### config.mk
export PLATFORM = sky130hd
export DESIGN_NAME = gate_sweep_display_flat
export DESIGN_NICKNAME = d
export VERILOG_FILES = /design/src/rtl/gate_sweep_display_if.sv /design/src/rtl/gate_sweep_display.sv /design/src/flat_wrapper.sv
export SDC_FILE = /design/constraint.sdc
export NUM_CORES = 1
export LEC_CHECK = 0
export ABC_AREA = 0
export CORE_MARGIN = 2
export CORE_UTILIZATION = 43
export DETAILED_ROUTE_END_ITERATION = 7
export PLACE_DENSITY = 0.7
export SLEW_MARGIN = 15
export SYNTH_ARGS = -nofsm -noshare
export SYNTH_HDL_FRONTEND = slang
export SYNTH_SLANG_ARGS = --single-unit
### constraint.sdc
create_clock -name clk -period 4.67 [get_ports clk]
set_clock_uncertainty 0.1 [all_clocks]
set_input_delay 1.401 -clock clk [delete_from_list [all_inputs] [get_ports clk]]
set_output_delay 1.401 -clock clk [all_outputs]
set_load 0.05 [all_outputs]
### src/rtl/gate_sweep_display_if.sv
// Board-side signal bundle for the gate sweep exerciser: raw switches and channel
// results in, stimulus bus and display out.
interface gate_sweep_display_if #(
  parameter int NUM_CH = 16,
  parameter int SEL_W  = 4,
  parameter int IN_W   = 4,
  parameter int LED_W  = 8
);
  logic [SEL_W-1:0]        sw_sel;
  logic [IN_W-1:0]         sw_in;
  logic                    btn_mode;
  logic [NUM_CH*LED_W-1:0] ch_data;
  logic [IN_W-1:0]         stim;
  logic [LED_W-1:0]        led;
  logic                    sweep_active;
  logic                    sample_pulse;

  modport master (
    output sw_sel, sw_in, btn_mode, ch_data,
    input  stim, led, sweep_active, sample_pulse
  );

  modport slave (
    input  sw_sel, sw_in, btn_mode, ch_data,
    output stim, led, sweep_active, sample_pulse
  );
endinterface

### src/rtl/gate_sweep_display.sv
// Gate library exerciser: debounced switch banks drive a shared stimulus bus either
// manually or by an automatic sweep, and the selected channel result is shown on led.
module gate_sweep_debounce #(
  parameter int W = 1,
  parameter int N = 4
) (
  input  logic         clk,
  input  logic         rst,
  input  logic [W-1:0] raw,
  output logic [W-1:0] db
);
  localparam int CW = (N > 1) ? $clog2(N) : 1;

  logic [W-1:0]  meta_reg, sync_reg, cand_reg, db_reg;
  logic [CW-1:0] cnt_reg;

  // cand_reg remembers the value being counted so a bounce to a different
  // non-debounced value restarts the count instead of continuing it.
  always_ff @(posedge clk) begin
    if (rst) begin
      meta_reg <= '0;
      sync_reg <= '0;
      cand_reg <= '0;
      db_reg   <= '0;
      cnt_reg  <= '0;
    end else begin
      meta_reg <= raw;
      sync_reg <= meta_reg;
      if (sync_reg == db_reg) begin
        cnt_reg <= '0;
      end else if (cnt_reg != '0 && sync_reg != cand_reg) begin
        cnt_reg  <= CW'(1);
        cand_reg <= sync_reg;
      end else if (cnt_reg == CW'(N - 1)) begin
        db_reg  <= sync_reg;
        cnt_reg <= '0;
      end else begin
        cnt_reg  <= cnt_reg + 1'b1;
        cand_reg <= sync_reg;
      end
    end
  end

  assign db = db_reg;
endmodule

module gate_sweep_display #(
  parameter int NUM_CH          = 16,
  parameter int SEL_W           = 4,
  parameter int IN_W            = 4,
  parameter int LED_W           = 8,
  parameter int DEBOUNCE_CYCLES = 500000,
  parameter int SETTLE_CYCLES   = 2,
  parameter int SWEEP_DIV       = 25000000
) (
  input logic                 clk,
  input logic                 rst,
  gate_sweep_display_if.slave bus
);
  localparam int SEL_N   = 1 << SEL_W;
  localparam int CNT_MAX = (SETTLE_CYCLES > SWEEP_DIV) ? SETTLE_CYCLES : SWEEP_DIV;
  localparam int CNT_W   = (CNT_MAX > 1) ? $clog2(CNT_MAX) : 1;

  typedef enum logic [1:0] {MANUAL, SW_SETTLE, SW_HOLD} state_t;

  logic [SEL_W-1:0] sel_db;
  logic [IN_W-1:0]  in_db;
  logic             mode_db, mode_prev_reg, mode_evt;

  gate_sweep_debounce #(.W(SEL_W), .N(DEBOUNCE_CYCLES)) u_db_sel (
    .clk(clk), .rst(rst), .raw(bus.sw_sel), .db(sel_db)
  );
  gate_sweep_debounce #(.W(IN_W), .N(DEBOUNCE_CYCLES)) u_db_in (
    .clk(clk), .rst(rst), .raw(bus.sw_in), .db(in_db)
  );
  gate_sweep_debounce #(.W(1), .N(DEBOUNCE_CYCLES)) u_db_mode (
    .clk(clk), .rst(rst), .raw(bus.btn_mode), .db(mode_db)
  );

  assign mode_evt = mode_db & ~mode_prev_reg;

  // Unpopulated select codes map to zero here and are replaced by the tag below.
  logic [LED_W-1:0] ch_arr [SEL_N];
  for (genvar gi = 0; gi < SEL_N; gi++) begin : g_ch
    if (gi < NUM_CH) begin : g_pop
      assign ch_arr[gi] = bus.ch_data[gi*LED_W +: LED_W];
    end else begin : g_empty
      assign ch_arr[gi] = '0;
    end
  end

  logic [SEL_W+3:0] sel_tag;
  logic [LED_W-1:0] sel_val;
  assign sel_tag = {4'b1010, sel_db};
  assign sel_val = ({1'b0, sel_db} < (SEL_W + 1)'(NUM_CH)) ? ch_arr[sel_db] : LED_W'(sel_tag);

  state_t           state_reg, state_next;
  logic [CNT_W-1:0] cnt_reg, cnt_next;
  logic [IN_W-1:0]  stim_reg, stim_next;
  logic [LED_W-1:0] led_reg, led_next;
  logic             pulse_reg, pulse_next;
  logic             active_reg;

  always_ff @(posedge clk) begin
    if (rst) begin
      state_reg     <= MANUAL;
      cnt_reg       <= '0;
      stim_reg      <= '0;
      led_reg       <= '0;
      pulse_reg     <= 1'b0;
      active_reg    <= 1'b0;
      mode_prev_reg <= 1'b0;
    end else begin
      state_reg     <= state_next;
      cnt_reg       <= cnt_next;
      stim_reg      <= stim_next;
      led_reg       <= led_next;
      pulse_reg     <= pulse_next;
      active_reg    <= (state_next != MANUAL);
      mode_prev_reg <= mode_db;
    end
  end

  // A mode event leaving the sweep wins over counter expiry: no capture, no increment.
  always_comb begin
    state_next = state_reg;
    cnt_next   = cnt_reg;
    stim_next  = stim_reg;
    led_next   = led_reg;
    pulse_next = 1'b0;
    case (state_reg)
      MANUAL: begin
        stim_next = in_db;
        led_next  = sel_val;
        if (mode_evt) begin
          state_next = SW_SETTLE;
          stim_next  = '0;
          cnt_next   = '0;
        end
      end
      SW_SETTLE: begin
        if (mode_evt) begin
          state_next = MANUAL;
          stim_next  = in_db;
          cnt_next   = '0;
        end else if (cnt_reg == CNT_W'(SETTLE_CYCLES - 1)) begin
          led_next   = sel_val;
          pulse_next = 1'b1;
          state_next = SW_HOLD;
          cnt_next   = '0;
        end else begin
          cnt_next = cnt_reg + 1'b1;
        end
      end
      SW_HOLD: begin
        if (mode_evt) begin
          state_next = MANUAL;
          stim_next  = in_db;
          cnt_next   = '0;
        end else if (cnt_reg == CNT_W'(SWEEP_DIV - 1)) begin
          stim_next  = stim_reg + 1'b1;
          state_next = SW_SETTLE;
          cnt_next   = '0;
        end else begin
          cnt_next = cnt_reg + 1'b1;
        end
      end
      default: begin
        state_next = MANUAL;
        cnt_next   = '0;
      end
    endcase
  end

  assign bus.stim         = stim_reg;
  assign bus.led          = led_reg;
  assign bus.sweep_active = active_reg;
  assign bus.sample_pulse = pulse_reg;
endmodule
### src/flat_wrapper.sv
// flat-port wrapper written by rule: the top's interface ports become plain ports
module gate_sweep_display_flat 
#(
  parameter int NUM_CH          = 16,
  parameter int SEL_W           = 4,
  parameter int IN_W            = 4,
  parameter int LED_W           = 8,
  parameter int DEBOUNCE_CYCLES = 500000,
  parameter int SETTLE_CYCLES   = 2,
  parameter int SWEEP_DIV       = 25000000
)
  (clk, rst, bus_sw_sel, bus_sw_in, bus_btn_mode, bus_ch_data, bus_stim, bus_led, bus_sweep_active, bus_sample_pulse);
  gate_sweep_display_if #(.NUM_CH(NUM_CH), .SEL_W(SEL_W), .IN_W(IN_W), .LED_W(LED_W)) bus_i ();
  input logic clk;
  input logic rst;
  input wire logic [$bits(bus_i.sw_sel)-1:0] bus_sw_sel;
  input wire logic [$bits(bus_i.sw_in)-1:0] bus_sw_in;
  input wire logic [$bits(bus_i.btn_mode)-1:0] bus_btn_mode;
  input wire logic [$bits(bus_i.ch_data)-1:0] bus_ch_data;
  output wire logic [$bits(bus_i.stim)-1:0] bus_stim;
  output wire logic [$bits(bus_i.led)-1:0] bus_led;
  output wire logic [$bits(bus_i.sweep_active)-1:0] bus_sweep_active;
  output wire logic [$bits(bus_i.sample_pulse)-1:0] bus_sample_pulse;
  assign bus_i.sw_sel = bus_sw_sel;
  assign bus_i.sw_in = bus_sw_in;
  assign bus_i.btn_mode = bus_btn_mode;
  assign bus_i.ch_data = bus_ch_data;
  assign bus_stim = bus_i.stim;
  assign bus_led = bus_i.led;
  assign bus_sweep_active = bus_i.sweep_active;
  assign bus_sample_pulse = bus_i.sample_pulse;
  gate_sweep_display #(.NUM_CH(NUM_CH), .SEL_W(SEL_W), .IN_W(IN_W), .LED_W(LED_W), .DEBOUNCE_CYCLES(DEBOUNCE_CYCLES), .SETTLE_CYCLES(SETTLE_CYCLES), .SWEEP_DIV(SWEEP_DIV)) u_core (.clk(clk), .rst(rst), .bus(bus_i));
endmodule
# == Word-level counts from Yosys, hierarchy flattened ==
# Index checks and enable logic that the tools add are counted.
# op_classes
addsub,5
mul,0
div_mod_pow,0
magnitude_cmp,1
eq_ne,21
shift,0
muxes,36
n_bitwise,10
reduce_logical,25
# op_table
op,count
$mux W25,5
$pmux W25 S3,1
$add A19 B1 Y19 const B,3
$eq A19 B19 Y1 const B,3
$reduce_bool A19 Y1,3
$bmux W8 S4,1
$mux W4,8
$mux W8,4
$add A25 B1 Y25 const B,1
$eq A25 B1 Y1 const B,1
$eq A25 B25 Y1 const B,1
$pmux W8 S2,1
$reduce_and A3 Y1,5
$pmux W4 S3,1
$reduce_or A4 Y1,3
$mux W2,5
$mux W1,9
$eq A4 B4 Y1,2
$ne A2 B2 Y1 const B,4
$ne A4 B4 Y1,2
$not A1 Y1,8
$ne A2 B1 Y1 const B,3
$pmux W2 S3,1
$reduce_and A2 Y1,3
15 further kinds,20
# word_totals
ff_bits,135
latchBits,0
mem_bits_rw,0
rom_bits,0
input_bits,139
output_inout_bits,14
word_cells,123
mem_count,0

# == Longest topological paths before layout ==
# Gate-level depths: netlist of the first run.
# logic_depth
word_depth,7
depth_mapped,10
ltp_nobuf,8

# == By module ==
# Synthesis of the first run repeated with hierarchy kept, for this count alone.
# unflattened
hier_cells,844
hier_area_um2,7788.7
# by_module_without_submodules
module,instances,cells_per_inst,area_per_inst_um2,seq_area_each_um2
gate_sweep_display,1,376,3543.4,840.8
gate_sweep_debounce (u_core.u_db_in ...),2,172,1544.0,700.7
gate_sweep_debounce (u_core.u_db_mode),1,124,1157.4,460.4

# == Least setup slack after synthesis of the first run ==
# No wires, ideal clock.
# synth_path
path_type,input port to flip-flop
startpoint,input bus_ch_data[126]
endpoint,"register u_core.led_reg[6], in the netlist u_core.bus.led[6]"
setup_ps,117
t_arrival_ps,2498
t_required_ps,4453
path_slack_ps,1955
path_stages,3
n_path_buf,0
cell_sequence,mux4_2 -> mux4_2 -> a22o_1
# synth_via
elab_chain_cells,6
# synth_lines
item,line_no,text
"start, declared",flat_wrapper.sv:19,input wire logic [$bits(bus_i.ch_data)-1:0] bus_ch_data;
$bmux W8 S4 (*),gate_sweep_display.sv:95,"assign sel_val = ({1'b0, sel_db} < (SEL_W + 1)'(NUM_CH)) ? ch_arr[sel_db] : LED_W'(sel_tag);"
$mux W8 (not written as such) (*) (2 in series),gate_sweep_display.sv:95,
$mux W8,gate_sweep_display.sv:146,end else if (cnt_reg == CNT_W'(SETTLE_CYCLES - 1)) begin
$mux W8,gate_sweep_display.sv:142,if (mode_evt) begin
$pmux W8 S2 (*),gate_sweep_display.sv:131,case (state_reg)
"end signal, assigned",gate_sweep_display.sv:117,led_reg <= led_next;
"end, declared",gate_sweep_display.sv:100,"logic [LED_W-1:0] led_reg, led_next;"
# Every way passes the cells marked *; elsewhere a longest branch is shown, timed or not. The select of a mux whose other input is x is not followed.
# A chain may end at the register's enable or synchronous reset.

# == Worst setup path in the final report of the first run ==
# layout_path
startpoint,"register u_core.stim_reg[0], in the netlist u_core.bus.stim[0]"
endpoint,output bus_stim[0]
# layout_lines
item,line_no,text
"start, declared",gate_sweep_display.sv:99,"logic [IN_W-1:0] stim_reg, stim_next;"
"start signal, assigned",gate_sweep_display.sv:116,stim_reg <= stim_next;
"end, declared",flat_wrapper.sv:20,output wire logic [$bits(bus_i.stim)-1:0] bus_stim;
# No word-level cell between the ends.

==> results of run 1 <==
[cell usage in the layout, fill, tap and decap left out, drive strengths merged, types with 6 or more instances in the layout]
cell type / n
xnor2: 29
and3: 14
nand3: 44
a31oi: 16
clkdlybuf4s50: 151
a22o: 10
nor2b: 23
nor3: 13
dfxtp: 135
nand4: 13
o21ai: 15
nor4: 22
nand2: 50
ha: 13
mux4: 40
mux2i: 16
inv: 22
xor2: 44
a21oi: 18
clkbuf: 25
nor2: 97
buf: 6
and4: 12
[power breakdown]
part	total, mW	switching, mW	internal (mW)	leakage (nW)
registers	1.18	0.0120	1.17	1.09
clock network	1.27	0.469	0.799	0.275
logic	0.237	0.0824	0.155	1.90
[worst register-to-register path, stage by stage (launching register included)]
cell and delay [ns]:
dfxtp_2 0.95, buf_4 0.34, mux4_2 0.53, mux4_2 0.47
a22o_1 0.21
[per-layer routing]
layer | vias up | global-route usage, % | part of all wire, % | wire length (um)
li1 | 2914 | - | - | -
met2 | 117 | 32.8 | 48 | 8340
met5 | - | 0 | 0 | 0
met4 | 0 | 6.82 | 1.7 | 303
met3 | 25 | 5.32 | 4.7 | 820
met1 | 2769 | 28.0 | 45 | 7850
[through the flow]
stage / total power [mW] / std cells / util [%]
floorplan: 1.30 / 727 / -
global placement: 1.44 / 1069 / 54.6
detailed placement: 1.44 / 1069 / 54.6
CTS: 2.72 / 1101 / 58.2
global route: 2.79 / 1101 / 58.2
finish: 2.69 / 1101 / 58.2
[final cells by class]
| cell class | instances | area [um2] |
|---|---|---|
| clock buffers | 25 | 505 |
| well taps | 216 | 270 |
| multi-input cells | 539 | 4030 |
| clock inverters | 7 | 67.6 |
| fillers | 1383 | 6620 |
| repair buffers | 157 | 1550 |
| flip-flops and latches | 135 | 2700 |
| inverters | 22 | 82.6 |
[cells by family after synthesis]
kind of cell / count (synthesis)
muxes: 56
DFF: 135
buffers and inverters: 53
xor gates and xnor gates: 73
AOI/OAI and AO/OA: 86
and+or+nand+nor: 311
adders and majority gates: 13
[worst max-delay path by stage]
stage | endpoint | slack (ns)
floorplan | u_core.bus.led[6]$_SDFFE_PP0P_ | 1.96
global placement | u_core.cnt_reg[20]$_SDFFE_PP0P_ | 1.46
detailed placement | u_core.cnt_reg[20]$_SDFFE_PP0P_ | 1.41
CTS | bus_stim[0] | 1.51
global route | bus_stim[0] | 1.47
finish | bus_stim[0] | 1.53
==> summary.md, run 1 <==
| Metric | Value |
|---|---|
| Outcome | `finished, final reports clean` |
| Yosys top cell area share | `between 30 and 40%` |
| Final Cycle Share | `67.2%` |
| Slowest-stage cell, CP | `clkdlybuf4s50_1` |
| Worst vdd ir | `roughly 270 uV` |
| Routability congestion estimate | `0.844` |
| Post-CTS Hold Buffers | `0` |
| R2R depth | `4` |
| Post-synthesis xor/xnor area fraction | `9.20%` |
| Crit-path max FO | `5` |
| Dominant cells by area after synthesis | `dfxtp_1 (39%), mux4_2 (13%), xor2_1 (5.5%), nor2_1 (5.2%), xnor2_1 (3.7%)` |
| CTS H-tree depth | `4` |
| Placed inst area | `8640 um2` |
| Max-slew violations | `0` |
| Initial DRC Count | `315` |
| Mapped Cells | `approximately 730` |
| Most frequent cell after synthesis | `dfxtp_1` |
| Core Footprint | `15,800 um2` |
| Drt via density | `~5.3` |
| GRT Overall Usage | `20.8%` |
| First-pass GRT wire length | `roughly 29,000 um` |
| Crit path largest cell delay | `approximately 0.84 ns` |
| # rows | `46` |
| DIE WIDTH | `131 um` |
| Crit path depth | `1` |
| Crit path required time | `3.17 ns` |
| Setup TNS | `0 ns` |
| CP startpoint kind | `flip-flop` |
| Post-Place Setup Slack | `1.41 ns` |
| Number of flip-flops in the largest register | `25` |
| Routed wire length | `17,300 um` |
| # clock sinks | `135` |
| Worst Hold End | `u_core.u_db_sel.sync_reg[2]$_SDFF_PP0_` |
| Maximum root-to-sink buffer count | `2` |
| Post-DP HPWL | `12,800 um` |
| Post CTS Setup Buffer Count | `0` |
| Routed length per instance | `15.7 um` |
| Worst relative slew slack | `36.2%` |
| Share of layout cells above drive strength 1 | `under 10%` |
| Total of warnings raised by yosys | `0` |
| PD cells | `around 300 nW/um2` |
| Simple-gate area share of the yosys netlist | `22.7%` |
| #FFs+latches synth | `135` |
| CP Capture Type | `primary output` |
| RSZ-0062 raised after global routing | `false` |
| Starting Density | `43.9%` |
| Final min period | `3.14 ns` |
| Worst Setup SP | `u_core.bus.stim[0]$_SDFFE_PP0P_` |
| Post-synthesis compound-gate area fraction | `8.46%` |
| Syn_area_per_cell | `9.56 um2` |
| Final Hold Fails | `0` |
| # IOs | `153` |
| DRT antenna net count | `0` |
| Hold Crit Depth | `1` |
| Mux share of post-synthesis cell area | `around 15%` |
| Post-synthesis cell area | `6950 um2` |
| Main combinational cell family by area after synthesis | `simple AND/OR/NAND/NOR gates` |
| Sequential share of the synthesized area | `~40%` |
| Antenna cells | `0` |
| Worst-path clk slew | `about 0.050 ns` |
| TritonCTS Buffers | `17` |
| Worst hold path type | `reg2reg` |
| Drt pass-1 iters | `4` |
| Synth area leader | `dfxtp_1` |
| Area Overhead vs Synth | `32.5%` |
| Vias | `5,825` |
| PortBufs | `152` |
| Largest net degree at the start of global routing | `35` |
| Worst Min Path Start | `u_core.u_db_sel.meta_reg[2]$_SDFF_PP0_` |
| Gr ovfl total | `0` |
| Buf+Inv Stages, Crit Path | `1` |
| R2R Setup Slk | `1.96 ns` |
| CTS tree | `yes` |
| Number of global-route vias before repair | `5,671` |
| Fmax | `roughly 320 MHz` |
| Worst r2r src | `u_core.u_db_sel.db[0]$_SDFFE_PP0P_` |
| Critical path class | `reg2out` |
| # nets final | `slightly above 1,000` |
| Post-Syn Nets | `between 800 and 900` |
| Commonest cells post-synth | `dfxtp_1 (135), nor2_1 (97), nand2_1 (50)` |
| Critical Path AT | `1.64 ns` |
| Clock root cell | `clkbuf_16` |
| Worst Slack Setup Final | `approximately 1.5 ns` |
| Final Cell Area | `about 9200 um2` |
| Initial antenna violation count | `0` |
| Worst skew pair latency | `a little over 0.4 ns` |
| Final setup viols | `0` |
| Crit-path cells | `clkdlybuf4s50_1` |
| WHS | `between 0.3 and 0.4 ns` |
| RR Endpoint | `u_core.bus.led[6]$_SDFFE_PP0P_` |
| Cell variety after synth | `54` |
| Die ar. | `17,200 um2` |
| Synth async-reset ratio | `0%` |
| Lkg Pwr | `3.27 nW` |
| Slew @ Worst Pin | `0.957 ns` |
| Synth Area in Adders | `2.34%` |
| Top delay family on crit path | `buffers and inverters` |
| Synth Flop Type | `dfxtp_1` |
| Post_cts resized | `0` |
| Remaining DRCs | `0` |
| Die Height | `131 um` |
| Post-synth EDFFs | `0` |
| Max-Cap Viols | `0` |
(Power assumes the default switching activity.)
==> run 2: changes to the inputs <==
clock period = 3.1 ns   (was 4.67 ns; I/O delays follow)
==> run 2 against run 1 <==
  * Clock-buffer cell count shrank 4
  * Power grew 60%
  * Global-route usage grew 0.28 points
  * Cell area grew 1.3%
  * Critical endpoint unchanged
  * Largest cell class unchanged
==> summary.md, run 2 (same netlist as run 1, synthesis figures left out) <==
| Metric | Value |
|---|---|
| Outcome | `finished, final reports clean` |
| Share of layout cells above drive strength 1 | `10.5%` |
| # IOs | `153` |
| Post_cts resized | `0` |
| CTS H-tree depth | `4` |
| Initial DRC Count | `between 300 and 400` |
| Post-CTS Hold Buffers | `0` |
| Final Hold Fails | `0` |
| Drt pass-1 iters | `4` |
| Worst vdd ir | `440 uV` |
| Routability congestion estimate | `0.870` |
| Antenna cells | `0` |
| Crit-path max FO | `5` |
| Gr ovfl total | `0` |
| Final setup viols | `0` |
| Most common library cell in the layout ignoring fill and taps | `clkdlybuf4s50_1` |
| # rows | `46` |
| Vias | `just under 6,000` |
| Die Height | `131 um` |
| CP startpoint kind | `flip-flop` |
| TritonCTS Buffers | `17` |
| Clock root cell | `clkbuf_16` |
| PortBufs | `152` |
| Worst skew pair latency | `0.42 ns` |
| Number of global-route vias before repair | `5,664` |
| Drt via density | `between 5 and 6` |
| Routed wire length | `17,700 um` |
| PD cells | `460 nW/um2` |
| Final min period | `2.72 ns` |
| Buf+Inv Stages, Crit Path | `1` |
| CP Capture Type | `primary output` |
| # clock sinks | `between 100 and 150` |
| Fmax | `roughly 370 MHz` |
| Util after Layout | `between 50% and 60%` |
| CTS tree | `yes` |
| # nets final | `1,030` |
| Commonest cells after routing, fill and taps aside | `clkdlybuf4s50_1 (151), dfxtp_1 (134), nor2_1 (97), nand2_1 (50)` |
| Top delay family on crit path | `buffers and inverters` |
| Crit-path cells | `clkdlybuf4s50_1` |
| Routed length per instance | `between 15 and 20 um` |
| First-pass GRT wire length | `between 20,000 and 30,000 um` |
| Crit path largest cell delay | `roughly 0.84 ns` |
| Critical path class | `reg2out` |
| Worst relative slew slack | `between 30% and 40%` |
| Lkg Pwr | `3.33 nW` |
| Slew @ Worst Pin | `0.986 ns` |
| Max-Cap Viols | `0` |
| Remaining DRCs | `0` |
| Maximum root-to-sink buffer count | `2` |
| Area Overhead vs Synth | `34.2%` |
| Crit path required time | `slightly above 2 ns` |
| Post-DP HPWL | `~13,000 um` |
| Max-slew violations | `0` |
| DRT antenna net count | `0` |
| Slowest-stage cell, CP | `clkdlybuf4s50_1` |
| Largest net degree at the start of global routing | `53` |
| Worst-path clk slew | `around 0.060 ns` |
| Die ar. | `roughly 17,000 um2` |
| Starting Density | `43.9%` |
| Final Cycle Share | `87.6%` |
| Initial antenna violation count | `0` |
| Worst hold path type | `reg2reg` |
| GRT Overall Usage | `21.1%` |
| RSZ-0062 raised after global routing | `false` |
| DIE WIDTH | `131 um` |
| Setup TNS | `0 ns` |
| Core Footprint | `15,800 um2` |
| Post CTS Setup Buffer Count | `0` |
| Number of flip-flops in the largest register | `25` |
| Critical Path AT | `1.69 ns` |
run 2: changes by cell type in the layout (fill, tap and decap cells not counted):
cell and change:
clkbuf_8 -3, clkinv_2 -1, inv_6 +1, buf_4 +5, clkinvlp_4 -1, bufinv_16 +3
clkinv_4 +2, clkbuf_1 -1, buf_12 +1
run 2: cell type report:
cell class	instances	area, um2
Clock buffer	21	460
Multi-Input combinational cell	539	4030
Timing Repair Buffer	163	1610
Fill cell	1394	6500
Inverter	22	82.6
Clock inverter	11	171
Sequential cell	135	2700
Tap cell	216	270
run 2: report_power, final:
part	switching (mW)	internal, mW	total [mW]
Clock	0.753	1.39	2.14
Combinational	0.126	0.238	0.364
Sequential	0.0183	1.76	1.78
run 2: final timing paths:
| kind | cells after the start | endpoint | slack, ns | startpoint |
|---|---|---|---|---|
| setup / recovery | 1 | bus_stim[0] | 0.38 | u_core.bus.stim[0]$_SDFFE_PP0P_ |
| hold / removal | 1 | u_core.u_db_sel.sync_reg[1]$_SDFF_PP0_ | 0.33 | u_core.u_db_sel.meta_reg[1]$_SDFF_PP0_ |
| setup reg to reg | 8 | u_core.cnt_reg[6]$_SDFFE_PP0P_ | 0.40 | u_core.cnt_reg[1]$_SDFFE_PP0P_ |
| hold reg to reg | 1 | u_core.u_db_sel.sync_reg[1]$_SDFF_PP0_ | 0.33 | u_core.u_db_sel.meta_reg[1]$_SDFF_PP0_ |
run 2: routing by layer:
metal / wire length [um] / GRT usage, % / up-vias
met1: 8090 / 27.9 / 2771
li1: - / - / 2926
met4: 371 / 7.00 / 0
met3: 765 / 5.13 / 26
met5: 0 / 0 / -
met2: 8470 / 33.9 / 126
run 2: stage by stage:
stage          area, um2  power (mW)  hold WS (ns)  std cells  setup slack (ns)
2_1_floorplan       6950        1.96         0.314        727             0.856
3_3_place_gp        8690        2.17         0.320       1075             0.383
3_5_place_dp        8690        2.18         0.320       1075             0.371
4_1_cts             9330        4.34         0.334       1107             0.377
5_1_grt             9330        4.45         0.361       1107             0.146
6_report            9330        4.29         0.334       1107             0.383
==> run 3: changes to the inputs <==
CORE_MARGIN = unset   (was 2)
==> run 3 against run 2 <==
  * Setup slack worse by 0.024 ns
  * Cell area increased by 0.28%
  * Critical path type is now reg2reg
  * Flip-flop and latch count stayed put
  * Via count up 0.44%
  * Power is 0.40% lower
  * Sequential power barely moved
  * Largest power group unchanged
  * Non-clock buffer count grew 2
  * Final cell count increased by 0.18%
  * Combinational power about the same
==> summary.md, run 3 (same netlist as run 1, synthesis figures left out) <==
| Metric | Value |
|---|---|
| Crit path required time | `3.34 ns` |
| GRT Overall Usage | `21.4%` |
| DIE WIDTH | `129 um` |
| RSZ-0062 raised after global routing | `false` |
| Setup TNS | `0 ns` |
| Post CTS Setup Buffer Count | `0` |
| TritonCTS Buffers | `17` |
| Worst relative slew slack | `32.4%` |
| # nets final | `1,032` |
| Remaining DRCs | `0` |
| PD cells | `456 nW/um2` |
| Post-CTS Hold Buffers | `0` |
| # IOs | `153` |
| # clock sinks | `approximately 140` |
| Final Cycle Share | `around 88%` |
| Global route hottest layer | `met2` |
| Grt met3 use | `4.87%` |
| Initial DRC Count | `458` |
| Area Overhead vs Synth | `34.6%` |
| Final Hold Fails | `0` |
| Clock root cell | `clkbuf_16` |
| Slew @ Worst Pin | `1.01 ns` |
| Crit-path max FO | `25` |
| Antenna cells | `0` |
| Routability congestion estimate | `0.831` |
| Number of flip-flops in the largest register | `25` |
| Number of global-route vias before repair | `5,509` |
| CP Capture Type | `flip-flop` |
| Post-Place Setup Slack | `0.343 ns` |
| Worst hold path type | `reg2reg` |
| Worst Slack Setup Final | `0.359 ns` |
| Drt via density | `5.30` |
| Vias | `about 5,900` |
| Worst-path clk slew | `around 0.060 ns` |
| Util after Layout | `59.1%` |
| Critical path class | `reg2reg` |
| Routed wire length | `~18,000 um` |
| PortBufs | `152` |
| CTS tree | `yes` |
| Final min period | `about 2.7 ns` |
| Crit-path cells | `ha_1, and4_1, nand4_1, o31ai_4, a21oi_2, buf_4, o21ai_0, a31oi_1` |
| WHS | `0.333 ns` |
| Placed inst area | `around 8700 um2` |
| R2R depth | `8` |
| CTS H-tree depth | `4` |
| Worst skew pair latency | `0.41 ns` |
| Post-DP HPWL | `13,000 um` |
| Slowest-stage cell, CP | `a21oi_2` |
| Starting Density | `43.9%` |
| DRT antenna net count | `0` |
| Initial antenna violation count | `0` |
| Outcome | `finished, final reports clean` |
| Drt pass-1 iters | `5` |
| Worst vdd ir | `425 uV` |
| Share of layout cells above drive strength 1 | `11.0%` |
| Maximum root-to-sink buffer count | `2` |
| Fmax | `365 MHz` |
| Core Footprint | `15,800 um2` |
| Max-Cap Viols | `0` |
| Largest net degree at the start of global routing | `53` |
| Most common library cell in the layout ignoring fill and taps | `clkdlybuf4s50_1` |
| GR Util met2 | `33.4%` |
| # rows | `46` |
| First-pass GRT wire length | `around 28,000 um` |
| Critical Path AT | `between 2 and 3 ns` |
| Die Height | `approximately 130 um` |
| Die ar. | `16,700 um2` |
| Crit path largest cell delay | `0.82 ns` |
| Final setup viols | `0` |
| R2R Setup Slk | `about 0.36 ns` |
| Gr ovfl total | `0` |
| Commonest cells after routing, fill and taps aside | `clkdlybuf4s50_1 (151), dfxtp_1 (134), nor2_1 (97), nand2_1 (50)` |
| Met1 Track Usage GR | `29.3%` |
| Hold Crit Depth | `1` |
| Post_cts resized | `0` |
| Lkg Pwr | `3.32 nW` |
| Routed length per instance | `15.8 um` |
| Final Cell Area | `just over 9000 um2` |
| CP startpoint kind | `flip-flop` |
| Max-slew violations | `0` |
run 3: path summary, 6_finish.rpt:
check,startpoint,end
max,u_core.cnt_reg[1]$_SDFFE_PP0P_,u_core.cnt_reg[7]$_SDFFE_PP0P_
min,u_core.u_db_sel.meta_reg[2]$_SDFF_PP0_,u_core.u_db_sel.sync_reg[2]$_SDFF_PP0_
max reg2reg,u_core.cnt_reg[1]$_SDFFE_PP0P_,u_core.cnt_reg[7]$_SDFFE_PP0P_
min reg2reg,u_core.u_db_sel.meta_reg[2]$_SDFF_PP0_,u_core.u_db_sel.sync_reg[2]$_SDFF_PP0_
run 3: critical path, delay by kind of cell (launching register included):
family	cells	cell delay (ns)
and+or+nand+nor	2	0.47
AOI/OAI and AO/OA	4	1.21
buffers and inverters	1	0.30
DFF	1	0.34
adders and majority gates	1	0.23
run 3: cell type report:
cell class / count / area (um2)
fill: 1349 / 6470
multi-input combinational: 539 / 4030
sequential: 135 / 2700
timing repair buffer: 165 / 1640
clock buffer: 17 / 425
tap: 216 / 270
clock inverter: 15 / 205
inverter: 22 / 82.6
run 3: metal layers:
metal  wire length [um]  up-vias  part of all wire [%]
met2               8470      110                    48
met3                725       12                   4.1
li1                   -     2934                     -
met1               8140     2819                    46
met4                217        0                   1.2
met5                  0        -                     0
run 3: stage by stage:
stage          std cells  power, mW
2_1_floorplan        727       1.96
3_3_place_gp        1077       2.17
3_5_place_dp        1077       2.18
4_1_cts             1109       4.31
5_1_grt             1109       4.42
6_report            1109       4.27
run 3: power breakdown:
group          internal [mW]  total, mW  switching, mW  leakage [nW]
logic                  0.237      0.363          0.126          1.94
clock network           1.35       2.13          0.781         0.287
registers               1.76       1.78         0.0183          1.09
==> patch 1 (config.mk and constraints of run 3) <==
Encoding of `state_t`: now one-hot (3 bits for 3 states).
--- a/src/rtl/gate_sweep_display.sv
+++ b/src/rtl/gate_sweep_display.sv
@@ -61,7 +61,7 @@
   localparam int CNT_MAX = (SETTLE_CYCLES > SWEEP_DIV) ? SETTLE_CYCLES : SWEEP_DIV;
   localparam int CNT_W   = (CNT_MAX > 1) ? $clog2(CNT_MAX) : 1;
 
-  typedef enum logic [1:0] {MANUAL, SW_SETTLE, SW_HOLD} state_t;
+  typedef enum logic [2:0] {MANUAL = 3'b001, SW_SETTLE = 3'b010, SW_HOLD = 3'b100} state_t;
 
   logic [SEL_W-1:0] sel_db;
   logic [IN_W-1:0]  in_db;
Function: no difference found for any inputs over 10 cycles, from zero or initial values and one cycle with rst high; not proved beyond that.
==> patch 1 against run 3 <==
Sequential cell count increased by 1; worst setup slack improved by 0.036 ns; area after synthesis unchanged; routed wire length decreased by 7.7%; cell area decreased by 0.74%; total power increased by 0.17%; via count decreased by 2.1%; register-to-register slack improved by 0.31 ns; count of clock-buffer cells in the layout increased by 2; critical endpoint is now bus_stim[0]; largest power group unchanged.
==> patch 1: results (changes against run 3) <==
stage	metric	value	unit	change
global_route	first-pass GRT wire length	26.4	mm	was 27.8 mm
pwr	Pint	0.00336	W	was 0.00334 W
detailed_routing	Iter 0 DRT Violations	317		was 458
logic_synthesis	post-synthesis compound-gate area fraction	0.0571		was 0.0846
pwr	total power	0.00428	W	was 0.00427 W
timing	worst-margin pin slew	0.739	ns	was 1.01 ns
layout	Filler cells	1396		was 1349
layout	fraction of layout cells with a size suffix above 1	0.104		was 0.110
worst_setup_path	crit-path leading delay family	buffers and inverters		was compound AO/OA/AOI/OAI gates
place	dpl hpwl	12.2	mm	was 13.0 mm
worst_setup_path	Worst path slowest cell	clkdlybuf4s50_1		was a21oi_2
logic_synthesis	count of different cell masters after synthesis	56		was 54
logic_synthesis	mux share of post-synthesis cell area	0.157		was 0.153
run_status	status	completed		unchanged
logic_synthesis	ranking of synthesized cells by area	dfxtp_1, mux4_2, xor2_1		unchanged
logic_synthesis	commonest cells in the netlist	dfxtp_1, nor2_1, xor2_1		was dfxtp_1, nor2_1, nand2_1
global_route	vias in the first global route	5525		was 5509
pwr	Leak Pwr	3.18	nW	was 3.32 nW
pwr	Clock power frac	0.499		was 0.498
clock_tree	Worst-Skew Late Latency	0.42	ns	
worst_setup_path	slowest cell delay on critical path	0.85	ns	was 0.82 ns
place	RePlAce Congestion	0.769		was 0.831
detailed_routing	Routed WL per cell	14.7	um	was 15.8 um
layout	Final nets	1023		was 1032
detailed_routing	via count	5752		was 5875
logic_synthesis	post-synthesis adder-cell area fraction	0.0162		was 0.0234
pwr	VDD IR-drop max	0.000399	V	was 0.000425 V
logic_synthesis	register area share after synthesis	0.392		was 0.389
worst_setup_path	crit path DAT	1.67	ns	was 2.98 ns
pwr	Flop pwr share	0.419		was 0.417
==> patch 1: final cells by class <==
type / count / share of cell area
well taps: 216 / 0.0291
clock inverters: 13 / 0.0210
repair buffers: 160 / 0.171
multi-input cells: 539 / 0.430
flip-flops and latches: 136 / 0.293
clock buffers: 19 / 0.0466
inverters: 21 / 0.00849
==> patch 1: per-layer routing <==
| metal | wire length, um | up-vias | GRT usage |
|---|---|---|---|
| met5 | 0 | - | 0 |
| met4 | 352 | 0 | 0.0920 |
| met3 | 803 | 24 | 0.0495 |
| met2 | 7850 | 153 | 0.331 |
| met1 | 7190 | 2702 | 0.251 |
| li1 | - | 2873 | - |
==> patch 1: final timing paths <==
kind	start	slack [ns]	cells past startpoint	to
worst min register to register	u_core.u_db_sel.meta_reg[3]$_SDFF_PP0_	0.33	1	u_core.u_db_sel.sync_reg[3]$_SDFF_PP0_
worst min-delay path	u_core.u_db_sel.meta_reg[3]$_SDFF_PP0_	0.33	1	u_core.u_db_sel.sync_reg[3]$_SDFF_PP0_
worst max-delay path	u_core.bus.stim[0]$_SDFFE_PP0P_	0.40	1	bus_stim[0]
worst max register to register	u_core.u_db_in.cnt_reg[0]$_SDFF_PP0_	0.67	6	u_core.u_db_in.cnt_reg[7]$_SDFF_PP0_
==> patch 1: metrics by stage <==
stage          setup WS (ns)  utilization  cells  area [um^2]
2_1_floorplan          0.835            -    724         6950
3_3_place_gp           0.362        0.547   1072         8660
3_5_place_dp           0.349        0.547   1072         8660
4_1_cts                0.365        0.587   1104         9280
5_1_grt                0.361        0.587   1104         9280
6_report               0.395        0.587   1104         9280
==> patch 2 (settings of run 3) <==
Made on the original files. `SWEEP_DIV` is set to 25000000 in 2 places; all go to 50000000.
--- a/src/rtl/gate_sweep_display.sv
+++ b/src/rtl/gate_sweep_display.sv
@@ -51,7 +51,7 @@
   parameter int LED_W           = 8,
   parameter int DEBOUNCE_CYCLES = 500000,
   parameter int SETTLE_CYCLES   = 2,
-  parameter int SWEEP_DIV       = 25000000
+  parameter int SWEEP_DIV       = 50000000
 ) (
   input logic                 clk,
   input logic                 rst,
--- a/src/flat_wrapper.sv
+++ b/src/flat_wrapper.sv
@@ -7,7 +7,7 @@
   parameter int LED_W           = 8,
   parameter int DEBOUNCE_CYCLES = 500000,
   parameter int SETTLE_CYCLES   = 2,
-  parameter int SWEEP_DIV       = 25000000
+  parameter int SWEEP_DIV       = 50000000
 )
   (clk, rst, bus_sw_sel, bus_sw_in, bus_btn_mode, bus_ch_data, bus_stim, bus_led, bus_sweep_active, bus_sample_pulse);
   gate_sweep_display_if #(.NUM_CH(NUM_CH), .SEL_W(SEL_W), .IN_W(IN_W), .LED_W(LED_W)) bus_i ();
Check against the original RTL: no difference found for any inputs over 10 cycles, from zero or initial values and one cycle with rst high; that may be too few to reach the edited logic, so the function may still have changed.
==> patch 2 against run 3 <==
Routed wire length is 10% higher; area after synthesis up 5.0%; fmax up 0.44%; combinational power rose by 2%; cell area increased by 3.6%; sequential cell count increased by 1; utilization decreased by 0.67 points; global-route usage is 1.3 points higher; total power rose by 0.99%; synthesized cell count grew 10%; worst setup slack better by 0.012 ns; largest cell class unchanged.
==> patch 2: results (changes against run 3) <==
stage	metric	value	unit	change
logic_synthesis	post-synthesis compound-gate area fraction	0.107		was 0.0846
pwr	Pint	0.00343	W	was 0.00334 W
detailed_routing	metal3 WL	1.03	mm	was 725 um
global_route	total global-route track usage	0.228		was 0.214
logic_synthesis	post-synthesis adder-cell area fraction	0.0223		was 0.0234
worst_setup_path	Worst path slowest cell	or4_4		was a21oi_2
logic_synthesis	count of different cell masters after synthesis	53		was 54
layout	Seq/total area	0.281		was 0.289
pwr	VDD IR-drop max	0.000480	V	was 0.000425 V
detailed_routing	drt via density	5.48		was 5.30
layout	Multi-In Gates	600		was 539
logic_synthesis	ranking of synthesized cells by area	dfxtp_1, mux4_2, xnor2_1		was dfxtp_1, mux4_2, xor2_1
detailed_routing	Routed WL	19.3	mm	was 17.6 mm
logic_synthesis	commonest cells in the netlist	dfxtp_1, nor2_1, xnor2_1		was dfxtp_1, nor2_1, nand2_1
global_route	met2 Use GR	0.339		was 0.334
worst_setup_path	Crit Path Max Fanout	18		was 25
pwr	Leak Pwr	3.12	nW	was 3.32 nW
place	DP Cell Count	1150		was 1077
layout	Repair and plain buffers	164		was 165
global_route	M1 GR Usage	0.320		was 0.293
worst_setup_path	Worst setup endpoint	u_core.cnt_reg[23]$_SDFFE_PP0P_		was u_core.cnt_reg[7]$_SDFFE_PP0P_
layout	max reg flops	26		was 25
run_status	status	completed		unchanged
worst_setup_path	crit-path leading delay family	simple AND/OR/NAND/NOR gates		was compound AO/OA/AOI/OAI gates
worst_setup_path	R2R depth	6		was 8
logic_synthesis	syn_area_per_cell	9.12	um^2	was 9.56 um^2
layout	Final non-clock buffer share	0.167		was 0.175
min_path	Hold Startpoint	u_core.u_db_sel.meta_reg[1]$_SDFF_PP0_		was u_core.u_db_sel.meta_reg[2]$_SDFF_PP0_
layout	fraction of layout cells with a size suffix above 1	0.0937		was 0.110
clock_tree	Sink Count	136		was 135
worst_setup_path	slowest cell delay on critical path	0.57	ns	was 0.82 ns
layout	Final nets	1101		was 1032
logic_synthesis	XOR/XNOR Fraction of Synth Area	0.107		was 0.0920
detailed_routing	Routed WL per cell	16.4	um	was 15.8 um
global_route	first-pass GRT wire length	31.4	mm	was 27.8 mm
pwr	combinational power	0.000371	W	was 0.000363 W
==> patch 2: changes by cell type in the layout (fill, tap and decap cells not counted), sizes merged, moves of 7 or more <==
| cell | run 3 | this run |
|---|---|---|
| nand2 | 50 | 35 |
| inv | 22 | 30 |
| xor2 | 44 | 22 |
| nor3 | 13 | 23 |
| xnor2 | 29 | 67 |
| a31oi | 16 | 5 |
| a22o | 10 | 0 |
| and3 | 14 | 7 |
| a21oi | 18 | 33 |
| mux2i | 16 | 0 |
| clkbuf | 17 | 24 |
| nand4 | 13 | 24 |
| o21ai | 15 | 45 |
| nand3 | 44 | 53 |
==> patch 2: metrics by stage <==
stage	area (um^2)	power, W	setup WS, ns
2_1_floorplan	7300	0.00197	0.576
3_3_place_gp	9060	0.00219	0.343
3_5_place_dp	9060	0.00220	0.341
4_1_cts	9690	0.00435	0.371
5_1_grt	9690	0.00446	0.251
6_report	9690	0.00431	0.371
